<file path="config.mk">
export PLATFORM = sky130hd
export DESIGN_NAME = pwm_fault_ctrl_flat
export DESIGN_NICKNAME = d
export VERILOG_FILES = /design/src/rtl/pwm_fault_pkg.sv /design/src/rtl/pwm_fault_if.sv /design/src/rtl/pwm_fault_filt.sv /design/src/rtl/pwm_fault_ctrl.sv /design/src/flat_wrapper.sv
export SDC_FILE = /design/constraint.sdc
export NUM_CORES = 1
export LEC_CHECK = 0
export ABC_AREA = 0
export CAP_MARGIN = 20
export CORE_MARGIN = 5
export CORE_UTILIZATION = 36
export DETAILED_ROUTE_END_ITERATION = 10
export PLACE_DENSITY = 0.87
export SYNTH_ARGS = -nofsm -noshare
export SYNTH_HDL_FRONTEND = slang
export SYNTH_SLANG_ARGS = --single-unit
</file>
<file path="constraint.sdc">
create_clock -name pclk -period 3.25 [get_ports pclk]
set_clock_uncertainty 0.1 [all_clocks]
set_input_delay 0.65 -clock pclk [delete_from_list [all_inputs] [get_ports pclk]]
set_output_delay 0.65 -clock pclk [all_outputs]
set_load 0.03 [all_outputs]
</file>
<file path="src/rtl/pwm_fault_pkg.sv">
// -----------------------------------------------------------------------------
// pwm_fault_pkg
// Shared definitions for the PWM fault/brake controller:
//   - DEF_CH / DEF_FILT_W : default channel count and fault filter width
//   - state_t             : controller state encoding, also reported to the
//                           status register (IDLE=0, ARMED=1, TRIPPED=2,
//                           RECOVER=3)
//   - is_forced()         : true in the states that override the pads
// -----------------------------------------------------------------------------
package pwm_fault_pkg;

  localparam int DEF_CH     = 12;
  localparam int DEF_FILT_W = 8;

  typedef enum logic [1:0] {
    IDLE    = 2'd0,
    ARMED   = 2'd1,
    TRIPPED = 2'd2,
    RECOVER = 2'd3
  } state_t;

  // Outputs stay forced through RECOVER so release happens only on prd_end.
  function automatic logic is_forced(input state_t s);
    return (s == TRIPPED) || (s == RECOVER);
  endfunction

endpackage

</file>
<file path="src/rtl/pwm_fault_if.sv">
// -----------------------------------------------------------------------------
// pwm_fault_if
// Register-file side of the fault controller: quasi-static configuration and
// the software clear pulse travel towards the controller, interrupt and status
// travel back.
//   master : APB register file (drives cfg_*, sw_clr; reads status)
//   slave  : pwm_fault_ctrl    (reads cfg_*, sw_clr; drives status)
// Signals:
//   cfg_en, cfg_pol, cfg_filt[FILT_W], cfg_auto, cfg_hiz, cfg_safe_lvl[CH],
//   sw_clr, fault_int, fault_sts, state[2]
// -----------------------------------------------------------------------------
interface pwm_fault_if
  import pwm_fault_pkg::*;
#(
  parameter int CH     = DEF_CH,
  parameter int FILT_W = DEF_FILT_W
);

  logic              cfg_en;
  logic              cfg_pol;
  logic [FILT_W-1:0] cfg_filt;
  logic              cfg_auto;
  logic              cfg_hiz;
  logic [CH-1:0]     cfg_safe_lvl;
  logic              sw_clr;
  logic              fault_int;
  logic              fault_sts;
  logic [1:0]        state;

  modport master (
    output cfg_en, cfg_pol, cfg_filt, cfg_auto, cfg_hiz, cfg_safe_lvl, sw_clr,
    input  fault_int, fault_sts, state
  );

  modport slave (
    input  cfg_en, cfg_pol, cfg_filt, cfg_auto, cfg_hiz, cfg_safe_lvl, sw_clr,
    output fault_int, fault_sts, state
  );

endinterface

</file>
<file path="src/rtl/pwm_fault_filt.sv">
// -----------------------------------------------------------------------------
// pwm_fault_filt
// Fault pin conditioning: polarity normalisation, 2-flop synchroniser and a
// saturating run-length counter.
// Ports:
//   pclk, presetn : clock, asynchronous active-low reset
//   fault         : raw asynchronous fault pin
//   cfg_pol       : active level of the pin (1 = active high)
//   cfg_filt      : consecutive active cycles needed to trip (0 acts as 1)
//   clr           : hold the counter at zero (controller in IDLE/TRIPPED)
//   flt_s         : synchronised "pin is active"
//   trip_det      : flt_s has been active for the programmed number of cycles
// -----------------------------------------------------------------------------
module pwm_fault_filt
  import pwm_fault_pkg::*;
#(
  parameter int FILT_W = DEF_FILT_W
) (
  input  logic              pclk,
  input  logic              presetn,
  input  logic              fault,
  input  logic              cfg_pol,
  input  logic [FILT_W-1:0] cfg_filt,
  input  logic              clr,
  output logic              flt_s,
  output logic              trip_det
);

  logic              act_raw;
  logic              sync1_reg;
  logic              sync2_reg;
  logic [FILT_W-1:0] cnt_reg;
  logic [FILT_W-1:0] n_lim;
  logic [FILT_W:0]   cnt_p1;

  // High when the pin sits at its active level, whichever polarity is chosen,
  // so a reset synchroniser value of 0 always means "inactive".
  assign act_raw = ~(fault ^ cfg_pol);

  assign n_lim  = (cfg_filt == '0) ? FILT_W'(1) : cfg_filt;
  assign cnt_p1 = {1'b0, cnt_reg} + (FILT_W + 1)'(1);

  // cnt_reg counts the active cycles before the current one, so the current
  // cycle completes the run when cnt+1 reaches the limit.
  assign flt_s    = sync2_reg;
  assign trip_det = sync2_reg && (cnt_p1 >= {1'b0, n_lim});

  always_ff @(posedge pclk or negedge presetn) begin
    if (!presetn) begin
      sync1_reg <= 1'b0;
      sync2_reg <= 1'b0;
      cnt_reg   <= '0;
    end else begin
      sync1_reg <= act_raw;
      sync2_reg <= sync1_reg;
      if (clr || !sync2_reg) begin
        cnt_reg <= '0;
      end else if (cnt_p1 <= {1'b0, n_lim}) begin
        cnt_reg <= cnt_p1[FILT_W-1:0];
      end
    end
  end

endmodule

</file>
<file path="src/rtl/pwm_fault_ctrl.sv">
// -----------------------------------------------------------------------------
// pwm_fault_ctrl
// Fault/brake controller sitting between the PWM channel generators and the
// pads. A filtered fault trips the controller, which forces every channel to
// its safe level (or Hi-Z), pulses an interrupt, and later releases the pads
// on a PWM period boundary after software or automatic recovery.
// Ports:
//   pclk, presetn : clock, asynchronous active-low reset
//   fault         : raw asynchronous fault pin
//   prd_end       : one-cycle PWM period-end pulse
//   pwm_in        : raw channel outputs
//   oe_n_in       : raw output enables (active-low)
//   o_pwm         : gated PWM outputs to pads
//   oe_n          : gated output enables (active-low)
//   bus           : register-file interface (configuration, sw_clr, status)
// -----------------------------------------------------------------------------
module pwm_fault_ctrl
  import pwm_fault_pkg::*;
#(
  parameter int CH     = DEF_CH,
  parameter int FILT_W = DEF_FILT_W
) (
  input  logic          pclk,
  input  logic          presetn,
  input  logic          fault,
  input  logic          prd_end,
  input  logic [CH-1:0] pwm_in,
  input  logic [CH-1:0] oe_n_in,
  output logic [CH-1:0] o_pwm,
  output logic [CH-1:0] oe_n,
  pwm_fault_if.slave    bus
);

  state_t state_reg;
  logic   fault_int_reg;
  logic   fault_sts_reg;
  logic   flt_s;
  logic   trip_det;
  logic   filt_clr;
  logic   forced;

  // A fresh run is demanded after arming and after every trip.
  assign filt_clr = (state_reg == IDLE) || (state_reg == TRIPPED);

  pwm_fault_filt #(
    .FILT_W (FILT_W)
  ) u_filt (
    .pclk     (pclk),
    .presetn  (presetn),
    .fault    (fault),
    .cfg_pol  (bus.cfg_pol),
    .cfg_filt (bus.cfg_filt),
    .clr      (filt_clr),
    .flt_s    (flt_s),
    .trip_det (trip_det)
  );

  always_ff @(posedge pclk or negedge presetn) begin
    if (!presetn) begin
      state_reg     <= IDLE;
      fault_int_reg <= 1'b0;
      fault_sts_reg <= 1'b0;
    end else begin
      fault_int_reg <= 1'b0;
      if (!bus.cfg_en) begin
        state_reg     <= IDLE;
        fault_sts_reg <= 1'b0;
      end else begin
        case (state_reg)
          IDLE: begin
            state_reg <= ARMED;
          end
          ARMED: begin
            // Trip takes precedence over a coincident sw_clr: status stays set.
            if (trip_det) begin
              state_reg     <= TRIPPED;
              fault_int_reg <= 1'b1;
              fault_sts_reg <= 1'b1;
            end else if (bus.sw_clr) begin
              fault_sts_reg <= 1'b0;
            end
          end
          TRIPPED: begin
            // No recovery while the pin is still active, even on sw_clr.
            if (!flt_s && (bus.cfg_auto || bus.sw_clr)) begin
              state_reg <= RECOVER;
            end
          end
          RECOVER: begin
            if (trip_det) begin
              state_reg     <= TRIPPED;
              fault_int_reg <= 1'b1;
              fault_sts_reg <= 1'b1;
            end else begin
              if (prd_end) begin
                state_reg <= ARMED;
              end
              if (bus.sw_clr) begin
                fault_sts_reg <= 1'b0;
              end
            end
          end
          default: begin
            state_reg <= IDLE;
          end
        endcase
      end
    end
  end

  assign forced = is_forced(state_reg);

  // Per-pad override straight from the registered state, so forcing and
  // release take effect in the same cycle the state changes.
  genvar gi;
  generate
    for (gi = 0; gi < CH; gi++) begin : g_pad
      assign o_pwm[gi] = forced ? bus.cfg_safe_lvl[gi] : pwm_in[gi];
      assign oe_n[gi]  = forced ? bus.cfg_hiz          : oe_n_in[gi];
    end
  endgenerate

  assign bus.state     = state_reg;
  assign bus.fault_int = fault_int_reg;
  assign bus.fault_sts = fault_sts_reg;

endmodule

</file>
<file path="src/flat_wrapper.sv">
// flat-port wrapper written by rule: the top's interface ports become plain ports
module pwm_fault_ctrl_flat import pwm_fault_pkg::*;
#(
  parameter int CH     = DEF_CH,
  parameter int FILT_W = DEF_FILT_W
)
  (pclk, presetn, fault, prd_end, pwm_in, oe_n_in, o_pwm, oe_n, bus_cfg_en, bus_cfg_pol, bus_cfg_filt, bus_cfg_auto, bus_cfg_hiz, bus_cfg_safe_lvl, bus_sw_clr, bus_fault_int, bus_fault_sts, bus_state);
  pwm_fault_if #(.CH(CH), .FILT_W(FILT_W)) bus_i ();
  input  logic pclk;
  input  logic presetn;
  input  logic fault;
  input  logic prd_end;
  input  logic [CH-1:0] pwm_in;
  input  logic [CH-1:0] oe_n_in;
  output logic [CH-1:0] o_pwm;
  output logic [CH-1:0] oe_n;
  input wire logic [$bits(bus_i.cfg_en)-1:0] bus_cfg_en;
  input wire logic [$bits(bus_i.cfg_pol)-1:0] bus_cfg_pol;
  input wire logic [$bits(bus_i.cfg_filt)-1:0] bus_cfg_filt;
  input wire logic [$bits(bus_i.cfg_auto)-1:0] bus_cfg_auto;
  input wire logic [$bits(bus_i.cfg_hiz)-1:0] bus_cfg_hiz;
  input wire logic [$bits(bus_i.cfg_safe_lvl)-1:0] bus_cfg_safe_lvl;
  input wire logic [$bits(bus_i.sw_clr)-1:0] bus_sw_clr;
  output wire logic [$bits(bus_i.fault_int)-1:0] bus_fault_int;
  output wire logic [$bits(bus_i.fault_sts)-1:0] bus_fault_sts;
  output wire logic [$bits(bus_i.state)-1:0] bus_state;
  assign bus_i.cfg_en = bus_cfg_en;
  assign bus_i.cfg_pol = bus_cfg_pol;
  assign bus_i.cfg_filt = bus_cfg_filt;
  assign bus_i.cfg_auto = bus_cfg_auto;
  assign bus_i.cfg_hiz = bus_cfg_hiz;
  assign bus_i.cfg_safe_lvl = bus_cfg_safe_lvl;
  assign bus_i.sw_clr = bus_sw_clr;
  assign bus_fault_int = bus_i.fault_int;
  assign bus_fault_sts = bus_i.fault_sts;
  assign bus_state = bus_i.state;
  pwm_fault_ctrl #(.CH(CH), .FILT_W(FILT_W)) u_core (.pclk(pclk), .presetn(presetn), .fault(fault), .prd_end(prd_end), .pwm_in(pwm_in), .oe_n_in(oe_n_in), .o_pwm(o_pwm), .oe_n(oe_n), .bus(bus_i));
endmodule
</file>
# After elaboration in Yosys (flattened, before gate mapping)
# Index checks and enable logic that the tools add are counted.
[classes]
n_bitwise = 2
n_addsub = 1
n_mux = 40
n_reduce_logical = 13
n_lt_le_gt_ge = 2
n_eq_ne = 8
[ops]
columns = ["cell", "n"]
rows = [
  ["2-to-1 mux 1 bit", 31],
  ["2-to-1 mux 8 bit", 3],
  ["2-to-1 mux 2 bit", 5],
  ["adder 8 x 1 -> 9 bit, second input constant", 1],
  ["greater-or-equal comparator 9 x 8 -> 1 bit", 1],
  ["<= comparator 9 x 8 -> 1 bit", 1],
  ["zero test 8 bit", 1],
  ["one-hot mux 2 bit (4 select lines)", 1],
  ["== test 2 bit, second input constant", 2],
  ["logical OR 1 bit", 4],
  ["inequality test 4 x 3 -> 1 bit, second input constant", 1],
  ["inequality test 3 x 1 -> 1 bit, second input constant", 1],
  ["inequality test 3 x 2 -> 1 bit, second input constant", 1],
  ["inequality test 3 bit, second input constant", 1],
  ["AND reduction 3 bit", 1],
  ["== test 2 x 1 -> 1 bit, second input constant", 1],
  ["logical AND 1 bit", 2],
  ["zero test 2 bit", 1],
  ["inequality test 2 bit, second input constant", 1],
  ["AND reduction 2 bit", 1],
  ["nonzero test 2 bit", 1],
  ["OR reduction 2 bit", 1],
  ["zero test 1 bit", 1],
  ["inverter 1 bit", 1],
  ["XOR 1 bit", 1],
]
[totals]
register_bits = 14
wordCells = 72
out_inout_bits = 28
inputBits = 53

# Depth between registers and ports, before layout
# Gate-level depths: netlist (run 1).
[logic_depth]
ltp_word = 7
depth_mapped = 12
depth_no_buf = 10

# By module
# From an unflattened synthesis (run 1), not the netlist that was laid out.
[hier_totals]
cells_unflattened = 140
area_unflattened_um2 = 1265.0
[by_module_without_submodules]
columns = ["module", "seq_area_each_um2", "area_each_um2", "n_inst", "cells_per_inst"]
rows = [
  ["pwm_fault_filt", 250.2, 787.0, 1, 85],
  ["pwm_fault_ctrl", 100.1, 478.0, 1, 55],
]

# Worst setup path after synthesis (run 1)
# OpenSTA, ideal clock, no wires.
[synth_path]
path_kind = "reg2reg"
start = "register u_core.u_filt.cnt_reg[0]"
end = "register u_core.u_filt.cnt_reg[1]"
synth_period_minus_slack_ns = 2.835
path_buffers = 2
setup_time_ns = 0.078
path_stages_with_launch = 13
arrival_ns = 2.657
required_time_ns = 3.072
setup_slack_ns = 0.415
path_cell_list = "dfrtp_1 > ha_1 > nand3_2 > or2_1 > clkbuf_2 > xnor2_1 > ha_1 > a21o_1 > a21oi_1 > o22ai_1 > buf_4 > or3b_2 > a21oi_1"
[synth_via]
elab_chain_len = 3
word_cells_on_any_way = 5
classes_between = "add/sub: 1; order compare: 1; mux: 2; reduce/logical: 1"
[synth_lines]
columns = ["item", "line", "text"]
rows = [
  ["start, declared", "pwm_fault_filt.sv:32", "logic [FILT_W-1:0] cnt_reg;"],
  ["start signal, assigned", "pwm_fault_filt.sv:59", "cnt_reg <= cnt_p1[FILT_W-1:0];"],
  ["adder 8 x 1 -> 9 bit *", "pwm_fault_filt.sv:41", "assign cnt_p1 = {1'b0, cnt_reg} + (FILT_W + 1)'(1);"],
  ["<= comparator 9 x 8 -> 1 bit / 2-to-1 mux 8 bit (equally long branches)", "pwm_fault_filt.sv:58", "end else if (cnt_p1 <= {1'b0, n_lim}) begin"],
  ["nonzero test 2 bit (no line) / 2-to-1 mux 8 bit (equally long branches)", "-", ""],
]
# Mark *: on every way between the ends. The rest lies on a longest branch, timed or not. The select of a mux whose other input is x is not followed.
# A chain may end at the register's enable or synchronous reset.

# Worst setup path in the final report (run 1)
[layout_path]
start = "register u_core.u_filt.cnt_reg[0]"
end = "register u_core.u_filt.cnt_reg[3]"
# Same word-level chain as after synthesis.

==> results of run 1 <==
==> kinds of logic (layout without fill, tap and decap cells) <==
logic type      after synthesis  after routing
xor+xnor                      7              7
flops                        14             14
mux                          13             13
simple gates                 38             38
fa+ha+maj                     9              9
compound gates               41             41
buf+inv                      30            111
==> through the flow <==
stage               cell area [um2]  total power [mW]  utilization (%)
finish                         2150             0.491             64.3
global route                   2150             0.520             64.3
CTS                            2130             0.497             63.9
detailed placement             2090             0.374             62.8
global placement               2090             0.370             62.8
floorplan                      1240             0.265                -
==> cells in the mapped netlist, types with 2 or more instances <==
cell type / number
nand3_1: 4
a21o_1: 2
a21oi_1: 10
inv_1: 23
buf_4: 2
dfrtp_1: 14
o31ai_1: 4
ha_1: 9
xor2_1: 3
or4_1: 2
xnor2_1: 4
nor3_1: 2
o21ai_0: 16
a31oi_1: 2
clkbuf_1: 4
or4_2: 2
mux2_2: 12
nand2_1: 11
nor2_1: 5
and3_1: 2
==> critical path, stage by stage, from the launching register on <==
cell and delay [ns]:
dfrtp_2 0.41, ha_1 0.23, nand3_2 0.13, or2_1 0.32, xnor2_1 0.15, ha_1 0.30, nand3_1 0.15, a31oi_1 0.06
a21boi_1 0.13, buf_4 0.19, or4_2 0.61, a21oi_1 0.18
==> layer usage <==
layer | vias up | track usage [%] | share of wire, %
met5 | - | 0 | 0
met3 | 0 | 4.54 | 7.0
met2 | 44 | 30.5 | 53
met1 | 644 | 18.6 | 40
met4 | 0 | 3.65 | 0
li1 | 692 | - | -
==> where the power goes <==
group	leakage [nW]	total, mW	switching, mW	internal (mW)
logic	0.741	0.187	0.0814	0.106
registers	0.186	0.184	0.00456	0.179
clock network	0.0210	0.120	0.0518	0.0680
total	0.948	0.491	0.138	0.353
==> area by class of cell <==
| cell class | instances | area [um2] |
|---|---|---|
| Fill cell | 293 | 1190 |
| Multi-Input combinational cell | 108 | 785 |
| Clock buffer | 4 | 36.3 |
| Sequential cell | 14 | 352 |
| Inverter | 23 | 86.3 |
| Timing Repair Buffer | 84 | 831 |
| Tap cell | 46 | 57.6 |
==> worst paths after layout <==
check / startpoint / endpoint / slack (ns) / cells past startpoint
min: u_core.u_filt.sync1_reg / u_core.u_filt.flt_s / 0.25 / 0
max in group asynchronous: presetn / u_core.u_filt.cnt_reg[0] / 1.96 / 1
max: u_core.u_filt.cnt_reg[0] / u_core.u_filt.cnt_reg[3] / 0.21 / 11
min in group asynchronous: presetn / u_core.u_filt.cnt_reg[4] / 0.66 / 1
max reg2reg: u_core.u_filt.cnt_reg[0] / u_core.u_filt.cnt_reg[3] / 0.21 / 11
min reg2reg: u_core.u_filt.sync1_reg / u_core.u_filt.flt_s / 0.25 / 0
==> results.tsv, run 1 <==
stage	metric	value	unit
global_routing	antenna_found_initial	0	
timing	setup_tns	0	ns
die	initial_core_util	37.2	%
die	die_width	68.7	um
global_routing	overflow	0	
worst_setup_path	start_kind	register	
synthesis	synth_xor_area_share	4.94	%
run_status	status	complete, no violations	
timing	setup_slack	0.214	ns
route	viasPerCell	4.95	
route	ant_nets	0	
die	coreArea	0.00334	mm2
final_layout	drive_gt1_share	12.0	%
synthesis	synth_top_area_share	28.2	%
placement	preCtsSetupSlack	-0.0126	ns
clocking	cts_buffer_depth	2	
clocking	clk_pin_slew	0.08	ns
synthesis	yosys.area_share.simple	16.7	%
synthesis	synth_compound_area_share	19.6	%
final_layout	final_common_cell	clkdlybuf4s50_1	
die	pin_count	81	
synthesis	syn_inst	152	
synthesis	yosys.area.top_type	dfrtp_1	
worst_setup_path	crit_arrival	3.13	ns
timing	hold_violations	0	
worst_setup_path	cp_max_fo	15	
clocking	cts_buffers	3	
global_routing	grt_pass1_wl	5.98	mm
final_layout	instances_no_fill	279	
power	ir_drop	181	uV
global_routing	grt_max_degree	16	
min_path	hold_path_class	reg -> reg	
synthesis	yosys_warnings	0	
placement	dpl.hpwl	3.35	mm
final_layout	n_antenna_cell	0	
synthesis	ys_top_cells_by_area	dfrtp_1, mux2_2, ha_1, inv_1, o21ai_0	
synthesis	seq_area_frac_synth	28.2	%
worst_setup_path	crit_type	reg -> reg	
route	drt_iter0_drc	51	
synthesis	yosys.area_share.adder	9.07	%
final_layout	final_nets	296	
timing	slew_violations	0	
timing	rsz0062_at_grt	false	
worst_setup_path	end_kind	register	
clocking	clk_latency	0.27	ns
route	drt-pass1-iter-count	4	
final_layout	layout_common_cells	clkdlybuf4s50_1, inv_1, o21ai_0	
synthesis	yosys_most_used_dff	dfrtp_1	
power	powerDensity	229	mW/mm2
timing	tightest_slew	0.612	ns
clocking	htree_levels	1	
synthesis	ys_types	39	
synthesis	synth_nets	214	
clocking	ctsResizeCount	0	
synthesis	synthArstFlopShare	100	%
placement	place_inst	275	
die	rows	21	
final_layout	syn_to_final_growth	73.0	%
timing	setup_viol_count_final	0	
route	drcViolationCount	0	
final_layout	largest_reg_flops	8	
global_routing	grt_pass1_vias	1484	
synthesis	muxShareOfSynthArea	11.7	%
route	post_drt_wl_per_cell	14.0	um
timing	slew_headroom	59.1	%
placement	routabilityCongestion	0.760	
route	wl	3.91	mm
worst_setup_path	required	3.34	ns
global_routing	grt_usage	16.5	%
die	fp.dieH	68.7	um
synthesis	synth_edf_count	0	
clocking	cts_root_buf	clkbuf_4	
timing	hold_slack	0.254	ns
synthesis	synth_top_family_by_area	compound AO/OA/AOI/OAI gates	
die	dieArea	0.00472	mm2
clocking	cts_hold_buffers	0	
timing	finalCriticalPeriod	3.04	ns
power	power.leakage	0.948	nW
clocking	post-cts-setup-buffers	0	
clocking	clkSinkCount	14	
synthesis	syn-cell-area	0.00124	mm2
route	vias	1380	
timing	finalCritPeriodShare	93.4	%
synthesis	synth_area_per_cell	8.17	um2
run	drv_cap	0	
synthesis	ys_ff_latch	14	
placement	portBuffers	80	
clocking	cts_tree	done	
timing	fmax	329	MHz
Note: power is estimated with default switching activity, not from simulation.
==> inputs of run 2 (changes only) <==
--- a/config.mk
+++ b/config.mk
@@ -8,9 +8,10 @@
 export ABC_AREA = 0
 export CAP_MARGIN = 20
 export CORE_MARGIN = 5
-export CORE_UTILIZATION = 36
+export CORE_UTILIZATION = 37
 export DETAILED_ROUTE_END_ITERATION = 10
-export PLACE_DENSITY = 0.87
+export PLACE_DENSITY = 0.89
 export SYNTH_ARGS = -nofsm -noshare
 export SYNTH_HDL_FRONTEND = slang
+export SYNTH_HIERARCHICAL = 1
 export SYNTH_SLANG_ARGS = --single-unit
==> run 2 against run 1 <==
  * Synthesized cell count shrank 7.9%
  * Sequential share of layout area grew 0.16 points
  * Highest routed layer unchanged
  * Die area shrank 0.71%
  * Maximum frequency shrank 0.66%
  * Non-clock buffer count shrank 2
  * Final area shrank 1.3%
  * Largest power group is now registers
==> results.tsv, run 2 <==
stage	metric	value	unit	change
placement	routabilityCongestion	0.796		+4.7%
die	initial_core_util	38.2	%	+1.0 points
worst_setup_path	worstReg2RegStart	u_core/u_filt/cnt_reg[0]		
min_path	min-delay-start	u_core/u_filt/sync1_reg		
synthesis	synth_top_area_share	27.7	%	-0.53 points
timing	finalCriticalPeriod	3.06	ns	+0.0201 ns
clocking	htree_levels	1		unchanged
synthesis	ys_ff_latch	14		unchanged
final_layout	final_nets	282		-4.7%
synthesis	yosys_most_used_dff	dfrtp_1		
final_layout	drive_gt1_share	11.0	%	-1.1 points
synthesis	synthArstFlopShare	100	%	unchanged
run_status	status	complete, no violations		
power	total_power	490	uW	-0.14%
clocking	cts_buffers	3		unchanged
timing	hold_slack	0.260	ns	+0.00560 ns
route	viasPerCell	4.89		-1.0%
global_routing	antenna_found_initial	0		unchanged
route	post_drt_wl_per_cell	14.2	um	+1.1%
global_routing	grt_usage	15.9	%	-0.53 points
synthesis	post-synth-top-count-cell	inv_1		
die	rows	21		unchanged
synthesis	synth_edf_count	0		unchanged
final_layout	syn_to_final_growth	67.5	%	
final_layout	final_common_cell	clkdlybuf4s50_1		
timing	tightest_slew	0.634	ns	+0.0220 ns
clocking	cts_buffer_depth	2		unchanged
synthesis	yosys.area.top_type	dfrtp_1		
timing	slew_violations	0		unchanged
final_layout	layout_common_cells	clkdlybuf4s50_1, inv_1, o21ai_0, dfrtp_1, a21oi_1		
synthesis	syn_inst	140		-7.9%
timing	setup_tns	0	ns	unchanged
timing	rsz0062_at_grt	false		
die	dieArea	0.00469	mm2	-0.71%
worst_setup_path	r2r_slack	0.23	ns	+0.02 ns
final_layout	largest_reg_flops	8		unchanged
timing	setup_viol_count_final	0		unchanged
timing	hold_violations	0		unchanged
synthesis	ys_top_cells_by_area	dfrtp_1, ha_1, mux2_4, inv_1, o21ai_0		
worst_setup_path	cp_max_fo	15		unchanged
placement	portBuffers	80		unchanged
die	fp.dieH	68.5	um	-0.36%
clocking	cts_hold_buffers	0		unchanged
route	ant_nets	0		unchanged
route	drt_iter0_drc	38		-25%
synthesis	ys_types	39		unchanged
route	vias	1297		-6.0%
placement	dpl.hpwl	3.17	mm	-5.3%
clocking	clkSinkCount	14		unchanged
power	power.leakage	0.963	nW	+1.6%
clocking	cts_tree	done		
synthesis	syn-cell-area	0.00126	mm2	+1.9%
die	coreArea	0.00331	mm2	-0.79%
route	wl	3.75	mm	-4.0%
global_routing	grt_pass1_vias	1303		-12%
min_path	hold_path_class	reg -> reg		
timing	finalCritPeriodShare	94.0	%	+0.62 points
synthesis	yosys_warnings	6		+6
min_path	min_to	u_core/u_filt/flt_s		
worst_setup_path	start_kind	register		
timing	slew_headroom	57.6	%	-1.5 points
clocking	clk_pin_slew	0.09	ns	about the same
worst_setup_path	crit_arrival	2.31	ns	-0.82 ns
die	die_width	68.5	um	-0.36%
worst_setup_path	required	2.50	ns	-0.84 ns
synthesis	synth_area_per_cell	9.04	um2	+11%
worst_setup_path	crit_type	reg -> out		
synthesis	synth_nets	202		-5.6%
route	drt-pass1-iter-count	4		unchanged
clocking	post-cts-setup-buffers	0		unchanged
global_routing	overflow	0		unchanged
run	drv_cap	0		unchanged
synthesis	synthTopCellsByCount	inv_1, dfrtp_1, o21ai_0, a21oi_1, ha_1		
clocking	cts_root_buf	clkbuf_4		
clocking	clk_latency	0.28	ns	about the same
power	powerDensity	231	mW/mm2	+1.2%
synthesis	seq_area_frac_synth	27.7	%	-0.53 points
min_path	holdPathStages	0		unchanged
global_routing	grt_pass1_wl	5.78	mm	-3.2%
worst_setup_path	end_kind	output port		
timing	fmax	327	MHz	-0.66%
route	drcViolationCount	0		unchanged
worst_setup_path	r2r_end	u_core/u_filt/cnt_reg[5]		
final_layout	n_antenna_cell	0		unchanged
die	pin_count	81		unchanged
power	ir_drop	249	uV	+37%
worst_setup_path	r2r_cells	10		-1
global_routing	grt_max_degree	16		unchanged
[run 2: what timing repair did]
item,4_1_cts,5_1_grt
gates resized for setup,0,1
setup endpoints to repair,0,3
endpoints found under the hold margin,0,0
[run 2: final cells by class]
cell class | instances | area [um2]
fillers | 299 | 1190
multi-input cells | 96 | 772
inverters | 23 | 86.3
flip-flops and latches | 14 | 350
clock buffers | 4 | 36.3
repair buffers | 82 | 816
well taps | 46 | 57.6
[run 2: worst max path at each step]
stage	end	cells past startpoint	slack (ns)	start
floorplan	u_core/u_filt/cnt_reg[5]	10	0.50	u_core/u_filt/cnt_reg[0]
global placement	u_core/u_filt/cnt_reg[5]	9	0.28	bus_cfg_filt[4]
detailed placement	u_core/u_filt/cnt_reg[5]	9	0.20	bus_cfg_filt[4]
CTS	oe_n[2]	3	0.17	u_core/bus.state[1]
global route	oe_n[11]	3	0.05	u_core/bus.state[1]
finish	oe_n[2]	3	0.19	u_core/bus.state[1]
[run 2: worst max-delay path, stage by stage, from the launching register on]
cell and delay, ns:
dfrtp_1 0.76, nand2_1 0.37, o21ai_0 0.19, clkdlybuf4s50_1 0.70
[run 2: logic make-up (layout without fill, tap and decap cells)]
family	after synthesis	count (layout)	synth area share, %
xor gates and xnor gates	7	7	4.85
DFF	14	14	27.7
buffers and inverters	30	109	11.6
muxes	12	12	12.8
adders and majority gates	9	9	8.90
and+or+nand+nor	26	26	13.5
AOI/OAI and AO/OA	42	42	20.8
[run 2: per-stage QoR]
step / cells / utilization [%] / worst slack, ns / cell area [um2]
final: 265 / 64.0 / 0.194 / 2120
after global routing: 265 / 64.0 / 0.0548 / 2120
after CTS: 265 / 63.9 / 0.169 / 2110
after detailed placement: 261 / 62.8 / 0.200 / 2080
after global placement: 261 / 62.8 / 0.282 / 2080
after floorplan: 140 / - / 0.501 / 1260
[run 2: routing by layer]
layer  share of wire (%)  track usage (%)
met5                   0                0
met2                  54             27.7
met1                  41             21.0
met4                   0             1.24
met3                 5.5             3.45
[run 2: power by group]
group	total [mW]	switching (mW)	internal (mW)
combinational	0.181	0.0766	0.104
clock	0.125	0.0573	0.0682
sequential	0.184	0.00452	0.179
total	0.490	0.138	0.352
==> inputs of run 3 (changes only) <==
--- a/config.mk
+++ b/config.mk
@@ -7,11 +7,10 @@
 export LEC_CHECK = 0
 export ABC_AREA = 0
 export CAP_MARGIN = 20
-export CORE_MARGIN = 5
-export CORE_UTILIZATION = 37
+export CORE_MARGIN = 2
+export CORE_UTILIZATION = 36
 export DETAILED_ROUTE_END_ITERATION = 10
-export PLACE_DENSITY = 0.89
+export PLACE_DENSITY = 0.87
 export SYNTH_ARGS = -nofsm -noshare
 export SYNTH_HDL_FRONTEND = slang
-export SYNTH_HIERARCHICAL = 1
 export SYNTH_SLANG_ARGS = --single-unit
==> run 3 against run 2 <==
  * Final area grew 2.4%
  * Global-route usage is 3.5 points higher
  * Die area down 16%
  * Total power is 0.33% higher
  * Clock-buffer cell count is the same
  * Worst hold slack worse by 0.0039 ns
  * Flip-flop and latch count unchanged
  * Routed wire length fell by 3.5%
  * Non-clock buffer count up 5
  * Clock power hardly changed
  * Setup slack better by 0.044 ns
  * Cell count up 6.4%
  * Critical path type is now reg -> reg
==> results.tsv, run 3 (same netlist as run 1, synthesis figures left out) <==
stage	metric	value	unit	change
run_status	status	complete, no violations		
final_layout	num-fill-cells	297		-0.67%
timing	fmax	332	MHz	+1.5%
placement	placed_area	0.00212	mm2	+1.9%
clocking	cts_root_buf	clkbuf_4		
final_layout	instances_no_fill	282		+6.4%
clocking	post-cts-setup-buffers	0		unchanged
final_layout	syn_to_final_growth	74.7	%	
timing	finalCritPeriodShare	92.7	%	-1.4 points
final_layout	drive_gt1_share	12.7	%	+1.8 points
power	ir_drop	136	uV	-45%
worst_setup_path	start_kind	register		
final_layout	final_area	0.00217	mm2	+2.4%
route	vias	1387		+6.9%
power	powerDensity	227	mW/mm2	-2.0%
global_routing	grt_max_degree	16		unchanged
final_layout	utilization	65.5	%	+1.5 points
clocking	clkSinkCount	14		unchanged
worst_setup_path	crit_arrival	3.12	ns	+0.81 ns
timing	setup_slack	0.238	ns	+0.0440 ns
die	rows	21		unchanged
clocking	clk_latency	0.27	ns	about the same
route	ant_nets	0		unchanged
power	total_power	492	uW	+0.33%
route	post_drt_wl_per_cell	12.8	um	-9.4%
final_layout	n_antenna_cell	0		unchanged
placement	portBuffers	80		unchanged
global_routing	grt_usage	19.4	%	+3.5 points
global_routing	antenna_found_initial	0		unchanged
timing	setup_viol_count_final	0		unchanged
timing	tightest_slew	0.612	ns	-0.0219 ns
clocking	clk_pin_slew	0.08	ns	about the same
timing	hold_violations	0		unchanged
final_layout	final_nets	299		+6.0%
global_routing	grt_pass1_wl	6.19	mm	+7.0%
die	initial_core_util	37.5	%	-0.72 points
final_layout	final_common_cell	clkdlybuf4s50_1		
placement	dpl.hpwl	3.01	mm	-5.1%
min_path	hold_path_class	reg -> reg		
timing	hold_slack	0.256	ns	-0.00389 ns
die	die_width	62.7	um	-8.4%
die	coreArea	0.00331	mm2	unchanged
timing	slew_violations	0		unchanged
die	fp.dieH	62.7	um	-8.4%
clocking	cts_tree	done		
route	drt_iter0_drc	28		-26%
clocking	cts_buffer_depth	2		unchanged
placement	place_inst	278		+6.5%
power	power.leakage	0.964	nW	+0.18%
global_routing	overflow	0		unchanged
die	dieArea	0.00393	mm2	-16%
route	viasPerCell	4.92		+0.49%
timing	setup_tns	0	ns	unchanged
timing	slew_headroom	59.1	%	+1.5 points
timing	finalCriticalPeriod	3.01	ns	-0.0440 ns
route	drt-pass1-iter-count	4		unchanged
clocking	htree_levels	1		unchanged
final_layout	largest_reg_flops	8		unchanged
route	wl	3.62	mm	-3.5%
placement	routabilityCongestion	0.810		+1.7%
timing	rsz0062_at_grt	false		
final_layout	layout_common_cells	clkdlybuf4s50_1, inv_1, o21ai_0		
die	pin_count	81		unchanged
worst_setup_path	end_kind	register		
global_routing	grt_pass1_vias	1467		+13%
clocking	cts_buffers	3		unchanged
worst_setup_path	required	3.35	ns	+0.85 ns
worst_setup_path	cp_max_fo	10		-5
route	drcViolationCount	0		unchanged
run	drv_cap	0		unchanged
worst_setup_path	crit_type	reg -> reg		
placement	preCtsSetupSlack	0.0642	ns	-0.136 ns
==> run 3: path summary, 6_finish.rpt <==
path	slack [ns]	cells after the start	end	startpoint
min in group asynchronous	0.65	1	u_core.u_filt.cnt_reg[2]	presetn
max in group asynchronous	2.00	1	u_core.u_filt.cnt_reg[5]	presetn
setup reg to reg	0.24	11	u_core.u_filt.cnt_reg[2]	u_core.u_filt.cnt_reg[0]
setup / recovery	0.24	11	u_core.u_filt.cnt_reg[2]	u_core.u_filt.cnt_reg[0]
hold reg to reg	0.26	0	u_core.u_filt.flt_s	u_core.u_filt.sync1_reg
hold / removal	0.26	0	u_core.u_filt.flt_s	u_core.u_filt.sync1_reg
==> run 3: power breakdown <==
part / leakage (nW) / internal (mW) / switching (mW)
clock: 0.0210 / 0.0681 / 0.0546
sequential: 0.188 / 0.179 / 0.00469
combinational: 0.756 / 0.106 / 0.0797
==> run 3: final cells by class <==
type | instances | area, um2 | share of cell area, %
multi-input combinational | 108 | 785 | 36.2
tap | 46 | 57.6 | 2.65
timing repair buffer | 87 | 853 | 39.4
inverter | 23 | 86.3 | 3.98
clock buffer | 4 | 36.3 | 1.67
sequential | 14 | 350 | 16.2
==> run 3: what timing repair did <==
action                     4_1_cts  5_1_grt
setup endpoints to repair        0        4
gates resized for setup          0        3
hold buffers                     0        0
==> run 3: critical path, cell delays in order, from the launching register on <==
cell and delay (ns):
dfrtp_1 0.44, ha_1 0.25, nand3_2 0.13, or2_1 0.28
xnor2_1 0.14, ha_1 0.30, nand3_1 0.13, nor3_2 0.25
o22ai_2 0.18, buf_4 0.18, or4_1 0.39, a21oi_1 0.15
==> run 3: metal layers <==
| layer | routed length (um) | GRT usage [%] | vias up |
|---|---|---|---|
| met5 | 0 | 0 | - |
| met2 | 1840 | 35.1 | 53 |
| met3 | 196 | 4.32 | 8 |
| li1 | - | - | 697 |
| met4 | 90 | 8.06 | 0 |
| met1 | 1500 | 22.0 | 629 |
